--- config.mk ---
export PLATFORM = sky130hd
export DESIGN_NAME = unary_decode_14
export DESIGN_NICKNAME = d
export VERILOG_FILES = /design/src/rtl/unary_decode_14.sv
export SDC_FILE = /design/constraint.sdc
export NUM_CORES = 1
export LEC_CHECK = 0
export ABC_AREA = 0
export CORE_MARGIN = 1.5
export CORE_UTILIZATION = 58
export CTS_CLUSTER_SIZE = 10
export DETAILED_ROUTE_END_ITERATION = 10
export HOLD_SLACK_MARGIN = 0.08
export PLACE_DENSITY = 0.84
export SYNTH_ARGS = -nofsm -noshare
export SYNTH_HDL_FRONTEND = slang
export SYNTH_SLANG_ARGS = --single-unit
--- constraint.sdc ---
create_clock -name clk -period 2.9 [get_ports clk]
set_input_delay 0.29 -clock clk [delete_from_list [all_inputs] [get_ports clk]]
set_output_delay 0.29 -clock clk [all_outputs]
set_load 0.01 [all_outputs]
--- src/rtl/unary_decode_14.sv ---
// unary_decode_14 -- receive side of the 14-bit unary adder.
// It follows the adder's read/write phase and frames the serial unary result on din.
// It counts the ones into a WIDTH-bit word and folds the adder carry into an overflow flag.
// The result is handed downstream on a valid/ready handshake.
// Optional build macro: UNARY_DEC_TRUNC_CHECK_EN. When it is defined, a frame cut short
// (phase falls while din is still 1) is reported on out_err. Otherwise out_err is tied 0.

module unary_decode_14 #(
  parameter int WIDTH = 14
) (
  input  logic             clk,
  input  logic             rst_n,
  input  logic             en,
  input  logic             phase,
  input  logic             din,
  input  logic             c_in,
  input  logic             out_ready,
  output logic             out_valid,
  output logic [WIDTH-1:0] out_data,
  output logic             out_ovf,
  output logic             out_err,
  output logic             overrun
);

  typedef enum logic [1:0] {
    IDLE  = 2'd0,
    READ  = 2'd1,
    COUNT = 2'd2,
    DONE  = 2'd3
  } state_t;

  localparam logic [WIDTH-1:0] CNT_MAX = '1;

  state_t           state;
  state_t           state_nxt;
  logic [WIDTH-1:0] cnt;
  logic             sat;
  logic             ovf_acc;
  logic [WIDTH:0]   cnt_inc;

  logic             frame_start;
  logic             frame_skip;
  logic             count_one;
  logic             frame_end;
  logic             accept;
  logic             late_start;

  // Saturating increment: the MSB of the result reports that the counter was already full.
  function automatic logic [WIDTH:0] sat_inc(input logic [WIDTH-1:0] v);
    if (v == CNT_MAX) begin
      return {1'b1, v};
    end
    return {1'b0, v + WIDTH'(1)};
  endfunction

  // Per-cycle event decode. Stream events need en; the handshake does not.
  always_comb begin
    frame_start = (state == IDLE)  && en && !phase;
    frame_skip  = (state == READ)  && en &&  phase;
    count_one   = (state == COUNT) && en &&  din && phase;
    frame_end   = (state == COUNT) && en && (!din || !phase);
    accept      = (state == DONE)  && out_ready;
    late_start  = (state == DONE)  && en && !phase;
    cnt_inc     = sat_inc(cnt);
  end

  // State register.
  always_ff @(posedge clk or negedge rst_n) begin
    if (!rst_n) begin
      state <= IDLE;
    end else begin
      state <= state_nxt;
    end
  end

  // Next-state logic.
  // In COUNT, a zero on din ends the frame. A falling phase while din is still 1 also
  // ends it, as a truncated frame.
  always_comb begin
    state_nxt = state;
    case (state)
      IDLE:    if (en && !phase)            state_nxt = READ;
      READ:    if (en && phase)             state_nxt = COUNT;
      COUNT:   if (en && (!din || !phase))  state_nxt = DONE;
      DONE:    if (out_ready)               state_nxt = IDLE;
      default:                              state_nxt = IDLE;
    endcase
  end

  // Output decode: the result is valid for as long as the FSM sits in DONE.
  always_comb begin
    out_valid = (state == DONE);
  end

  // Carry accumulation over the read phase, including the phase-rise edge.
  always_ff @(posedge clk or negedge rst_n) begin
    if (!rst_n) begin
      ovf_acc <= 1'b0;
    end else if (frame_start) begin
      ovf_acc <= c_in;
    end else if ((state == READ) && en) begin
      ovf_acc <= ovf_acc | c_in;
    end
  end

  // Ones counter.
  // It is cleared on the phase-rise (skip) edge, because dout lags phase by one cycle.
  always_ff @(posedge clk or negedge rst_n) begin
    if (!rst_n) begin
      cnt <= '0;
      sat <= 1'b0;
    end else if (frame_skip) begin
      cnt <= '0;
      sat <= 1'b0;
    end else if (count_one) begin
      cnt <= cnt_inc[WIDTH-1:0];
      sat <= sat | cnt_inc[WIDTH];
    end
  end

  // Result capture at the end of the frame. The value is held after acceptance.
  always_ff @(posedge clk or negedge rst_n) begin
    if (!rst_n) begin
      out_data <= '0;
      out_ovf  <= 1'b0;
    end else if (frame_end) begin
      out_data <= cnt;
      out_ovf  <= ovf_acc | sat;
    end
  end

  // Sticky overrun: a new read phase began while the previous result was still pending.
  always_ff @(posedge clk or negedge rst_n) begin
    if (!rst_n) begin
      overrun <= 1'b0;
    end else if (late_start) begin
      overrun <= 1'b1;
    end
  end

`ifdef UNARY_DEC_TRUNC_CHECK_EN
  logic trunc;

  // A truncated frame is one where phase fell in COUNT while din still carried a one.
  always_comb begin
    trunc = (state == COUNT) && en && din && !phase;
  end

  // The error flag travels with the result and clears when the result is accepted.
  always_ff @(posedge clk or negedge rst_n) begin
    if (!rst_n) begin
      out_err <= 1'b0;
    end else if (frame_end) begin
      out_err <= trunc;
    end else if (accept) begin
      out_err <= 1'b0;
    end
  end
`else
  assign out_err = 1'b0;
`endif

endmodule

==> results.cfg, run 1 <==
[yosys]
synth-simple-area-share = 0.1948
synth_seq_cells = 34
postSynthAreaPerCell_um2 = 10.59
ys.flop_type = dfrtp_1
synth.yosys.warnings = 0
synthAdderAreaFrac = 0.04298
synthArstFlopShare = 1.000
synth_compound_area_frac = 0.1132
synth-seq-area-share = 0.4871
synth_top_cell_area_share = 0.4871
synth_edf_count = 0
synth_top_family_by_area = simple AND/OR/NAND/NOR gates
syn_nets = 178
synthCells = 165
syn_area_mm2 = 0.001747
synth.area.top_cells = dfrtp_1 49%, mux2_2 9.7%, ha_1 4.3%
synthMuxAreaShare = 0.1139
synth_xor_area_frac = 0
yosys.cell_types.count = 38
synth_largest_area_cell = dfrtp_1

[placement]
port_buffers = 23
place_ws_ns = 0.7088
dpl.hpwl_um = 2472
gp_congestion = 0.8507
place_inst = 211

[global_route]
grt_pass1_wl_um = 5837
overflow = 0
antenna_found_initial = 0
grt_pass1_vias = 1345
grt_max_degree = 35
grt.total_usage = 0.2331

[critical_path]
timing.rr.end = cnt[4]
cp.arrival_ns = 2.35
r2r_slack_ns = 0.81
rr_worst_depth = 5
required_ns = 3.15
critPathCaptureType = register
r2r-start = state[0]
crit_fanout = 11
crit_path_start_kind = register
crit_type = reg -> reg
cp-startpoint = state[0]

[power]
p_switching_w = 0.0004781
ir_drop_mv = 0.6381
p_clk_frac = 0.179
switching_share = 0.3366
p_leak_nw = 0.8908
pwr-share-comb = 0.345
sequentialPowerShare = 0.476
power_density_mw_per_mm2 = 698.9
internal_power_w = 0.0009421

[routing]
route.detailed.drc = 6
vias_per_cell = 6.447
dr.pass1.iters = 7
antenna_left = 0
vias = 1399
initialDrtViolationCount = 57
wirelength_um = 3448
wl_per_cell_um = 15.89

[cts]
htreeDepth = 2
clockRootBuffer = clkbuf_4
cts_resized = 0
post-cts-setup-buffers = 0
cts_buffers = 5
clkLatencyLatePin_ns = 0.33
cts_tree = done
ctsHoldBuffers = 0
clock_path_buffers = 2
numClockSinks = 34
clkTransAtPathRegs_ns = 0.10

[die]
die_area_mm2 = 0.003350
rows = 19
initial_core_util = 0.6227
boundaryPins = 25
fp.dieW_um = 57.88
core-area_mm2 = 0.002805
die_y_um = 57.88

[layout]
post-route-util = 0.7244
areaGrowthSynthToFinish_pct = 16.33
antennaDiodeCount = 0
fin_cells = 217
drive_gt1_frac = 0.1452
nNetsFinal = 200

[timing]
rsz0062_at_grt = no
fin_skew_ns = 0.007335
timing.fmax_mhz = 478.0
tightest_slew_ns = 0.7261
fin_tns_setup_ns = 0
fin_ws_ns = 0.8081
finalSetupViolCount = 0
layout_min_cycle_time_ns = 2.092
slew_headroom = 0.5159
hold_violations = 0
period_share = 0.7213
drv_slew = 0
whs_ns = 0.3453

[min_path]
min_path_type = in -> async

[status]
status = finished, violations left
violations = DRC

[job]
maxCapViolCount = 0
==> cell families after synthesis <==
| logic type | Yosys count |
|---|---|
| muxes | 18 |
| adders and majority gates | 6 |
| other | 1 |
| and+or+nand+nor | 58 |
| AOI/OAI and AO/OA | 30 |
| DFF | 34 |
| buffers and inverters | 18 |
==> placed cells by master (no fill, tap or decap), types with 2 or more instances in the layout <==
cell type	instances
dfrtp_1	34
clkdlybuf4s50_1	23
mux2_2	15
nand2_1	11
a21oi_1	11
nand3_1	9
inv_1	8
nor2_1	8
or4_1	8
nand4_1	7
ha_1	6
o31ai_1	5
clkbuf_4	5
mux2i_1	3
o21ai_0	3
o211ai_1	3
and4_1	3
and3_1	2
nand4b_1	2
o221ai_1	2
buf_4	2
==> Yosys cell counts (all sizes together), types with 4 or more instances <==
cell,number
or4,8
buf,6
a21oi,11
nand3,9
dfrtp,34
o21ai,4
nand4,8
mux2,15
inv,8
o31ai,5
ha,6
nor2,8
clkbuf,4
nand2,11
==> stage by stage <==
| stage | power, W | instance area [µm²] |
|---|---|---|
| 2_1_floorplan | 0.0009761 | 1747 |
| 3_3_place_gp | 0.001142 | 1981 |
| 3_5_place_dp | 0.001171 | 1981 |
| 4_1_cts | 0.001434 | 2032 |
| 5_1_grt | 0.001518 | 2032 |
| 6_report | 0.001420 | 2032 |
==> layout make-up <==
cell class	instances	area, µm²
sequential	34	850.8
multi-input combinational	113	815.8
fill	221	773.2
timing repair buffer	25	245.2
clock buffer	6	51.30
tap	31	38.79
inverter	8	30.03
==> flip-flops by register name (all words and copies together), names as in the netlist <==
signal / cells
out_data: 14
state: 2
ovf_acc: 1
overrun: 1
cnt: 14
sat: 1
out_ovf: 1
==> worst max-delay path by stage <==
| stage | slack, ns | end |
|---|---|---|
| 6_report | 0.81 | cnt[4] |
| 3_5_place_dp | 0.71 | cnt[8] |
| 5_1_grt | 0.66 | cnt[10] |
| 3_3_place_gp | 0.80 | cnt[4] |
| 2_1_floorplan | 1.11 | out_data[0] |
| 4_1_cts | 0.82 | cnt[4] |
==> power by group through the flow <==
stage                     sequential, W  combinational, W  clock, W
after floorplan                0.000683          0.000293         0
after global placement         0.000678          0.000464         0
after detailed placement       0.000686          0.000485         0
after CTS                      0.000677          0.000492  0.000265
after global routing           0.000695          0.000541  0.000282
final                          0.000676          0.000490  0.000254
==> critical path, cell delays in order (launching register included) <==
cell and delay (ns):
dfrtp_1 0.42, inv_1 0.14, ha_1 0.26, nand4_1 0.38
or4_1 0.63, a21oi_1 0.18
==> routing by layer <==
metal	global-route usage	wire length (µm)
met1	0.2910	1551
met3	0.08036	191
met2	0.3750	1669
met5	0	0
met4	0.08970	36
No activity file was read; power rests on OpenSTA's default activity.
==> run 2: changes to the inputs <==
--- a/config.mk
+++ b/config.mk
@@ -7,11 +7,11 @@
 export LEC_CHECK = 0
 export ABC_AREA = 0
 export CORE_MARGIN = 1.5
-export CORE_UTILIZATION = 58
+export CORE_UTILIZATION = 53
 export CTS_CLUSTER_SIZE = 10
 export DETAILED_ROUTE_END_ITERATION = 10
 export HOLD_SLACK_MARGIN = 0.08
-export PLACE_DENSITY = 0.84
+export PLACE_DENSITY = 0.78
 export SYNTH_ARGS = -nofsm -noshare
 export SYNTH_HDL_FRONTEND = slang
 export SYNTH_SLANG_ARGS = --single-unit
==> constraint.sdc (replaced) <==
create_clock -name clk -period 2 [get_ports clk]
set_input_delay 0.2 -clock clk [delete_from_list [all_inputs] [get_ports clk]]
set_output_delay 0.2 -clock clk [all_outputs]
set_load 0.01 [all_outputs]
==> run 2 against run 1 <==
Net effect: the flow now finishes without violations; clock-buffer cell count grew 2; via count increased by 3.6%; wire length is 6.4% higher; utilization decreased by 2.4 points; sequential share of layout area shrank 2.7 points; first-iteration DRC count fell by 30%; register-to-register slack got worse by 0.70 ns; final area up 7.0%; cell count increased by 13%.
==> results.cfg, run 2 (synthesis results as in run 1) <==
[layout]
mostFrequentLayoutCells = 34 x dfrtp_1, 23 x clkdlybuf4s50_1, 15 x mux2_2, 15 x buf_4
final_common_cell = dfrtp_1
largestRegisters = cnt x14, out_data x14, state x2
nNetsFinal = 213
fillers = 256
multi_input_area_um2 = 815.8
areaGrowthSynthToFinish_pct = 24.43
drive_gt1_frac = 0.2090
regArea_um2 = 850.8
antennaDiodeCount = 0

[status]
status = completed

[critical_path]
cpMostUsedCell = buf_4
r2r_slack_ns = 0.11
required_ns = 2.25
crit_slowest_cell = or4_1
crit_fanout = 15
cp.buffers_inverters = 2
crit_path_start_kind = register
critPathCaptureType = register
cp.arrival_ns = 2.14
cp_top_family = simple AND/OR/NAND/NOR gates
slowest_delay_ns = 0.50
crit_type = reg -> reg
worstPathCellList = ha_1 > nand4_2 > buf_4 > nor4_2 > buf_4 > or4_1 > a21oi_1

[global_route]
overflow = 0
grt_pass1_vias = 1378
grt_pass1_wl_um = 6154
antenna_found_initial = 0
grt_max_degree = 35
grt.total_usage = 0.2283

[timing]
layout_min_cycle_time_ns = 1.890
finalSetupViolCount = 0
period_share = 0.9449
hold_violations = 0
fin_skew_ns = 0.01075
timing.fmax_mhz = 529.2
fin_tns_setup_ns = 0
drv_slew = 0
rsz0062_at_grt = no
fin_ws_ns = 0.1102

[cts]
clockRootBuffer = clkbuf_4
ctsHoldBuffers = 0
clkLatencyLatePin_ns = 0.34
clkTransAtPathRegs_ns = 0.10
clock_path_buffers = 2
cts_resized = 0
post-cts-setup-buffers = 0
numClockSinks = 34
cts_tree = done
cts_buffers = 5
htreeDepth = 2

[min_path]
min_path_type = in -> async

[die]
boundaryPins = 25
initial_core_util = 0.5629
die_y_um = 60.41
fp.dieW_um = 60.41
rows = 20
core-area_mm2 = 0.003103
die_area_mm2 = 0.003649

[routing]
initialDrtViolationCount = 40
vias = 1450
route.detailed.drc = 0
wl_per_cell_um = 14.98
wirelength_um = 3669
dr.pass1.iters = 7
antenna_left = 0
vias_per_cell = 5.918

[placement]
dpl.hpwl_um = 2670
place_ws_ns = 0.08124
gp_congestion = 0.7894
port_buffers = 23

[power]
power_density_mw_per_mm2 = 1022
ir_drop_mv = 0.5402
p_leak_nw = 0.9702

[job]
maxCapViolCount = 0
## run 2: cell types whose count changed in the layout (fill, tap and decap cells not counted), sizes merged
cell	before	now
clkbuf	6	8
buf	2	15
## run 2: metal layers
layer,part of all wire,vias to the layer above,track usage
met4,0.025,0,0.1079
met5,0,-,0
met1,0.44,717,0.2808
met3,0.037,13,0.06183
met2,0.49,38,0.3742
li1,-,682,-
## run 2: cell type report
class	count	area share
clock buffer	8	0.03627
multi-input combinational	113	0.3754
sequential	34	0.3915
timing repair buffer	38	0.1577
inverter	8	0.01382
tap	44	0.02533
## run 2: worst reg2reg max path: cells and delay by family, from the launching register on
kind	cells	cell delay, ns
AOI/OAI and AO/OA	1	0.21
adders and majority gates	1	0.23
buffers and inverters	2	0.32
DFF	1	0.40
and+or+nand+nor	3	0.64
## run 2: worst paths after layout
path / from / to / depth (start not counted)
setup / recovery: cnt[0] / cnt[7] / 7
hold / removal: rst_n / out_data[10] / 2
setup reg to reg: cnt[0] / cnt[7] / 7
hold reg to reg: overrun / overrun / 1
max in group asynchronous: rst_n / out_data[2] / 2
min in group clk: c_in / ovf_acc / 3
## run 2: power breakdown
group	switching (W)	internal, W	leakage [nW]	total [W]
combinational	0.000360	0.000428	0.471	0.000788
sequential	0.000125	0.000842	0.455	0.000967
clock	0.000226	0.000240	0.0446	0.000466
## run 2: stage by stage
| stage | utilization | std cells | cell area, µm² | hold WS [ns] | power [W] |
|---|---|---|---|---|---|
| floorplan | - | 165 | 1747 | -0.09559 | 0.001415 |
| global placement | 0.6750 | 237 | 2095 | 0.4448 | 0.001726 |
| detailed placement | 0.6750 | 237 | 2095 | 0.4454 | 0.001771 |
| CTS | 0.7004 | 245 | 2173 | 0.2674 | 0.002244 |
| global route | 0.7004 | 245 | 2173 | 0.3023 | 0.002372 |
| finish | 0.7004 | 245 | 2173 | 0.2577 | 0.002221 |
==> run 3: changes to the inputs <==
--- a/config.mk
+++ b/config.mk
@@ -6,6 +6,7 @@
 export NUM_CORES = 1
 export LEC_CHECK = 0
 export ABC_AREA = 0
+export CAP_MARGIN = 20
 export CORE_MARGIN = 1.5
 export CORE_UTILIZATION = 53
 export CTS_CLUSTER_SIZE = 10
==> results of run 3 <==
No change in the layout: final DEF, timing and power equal those of run 2.
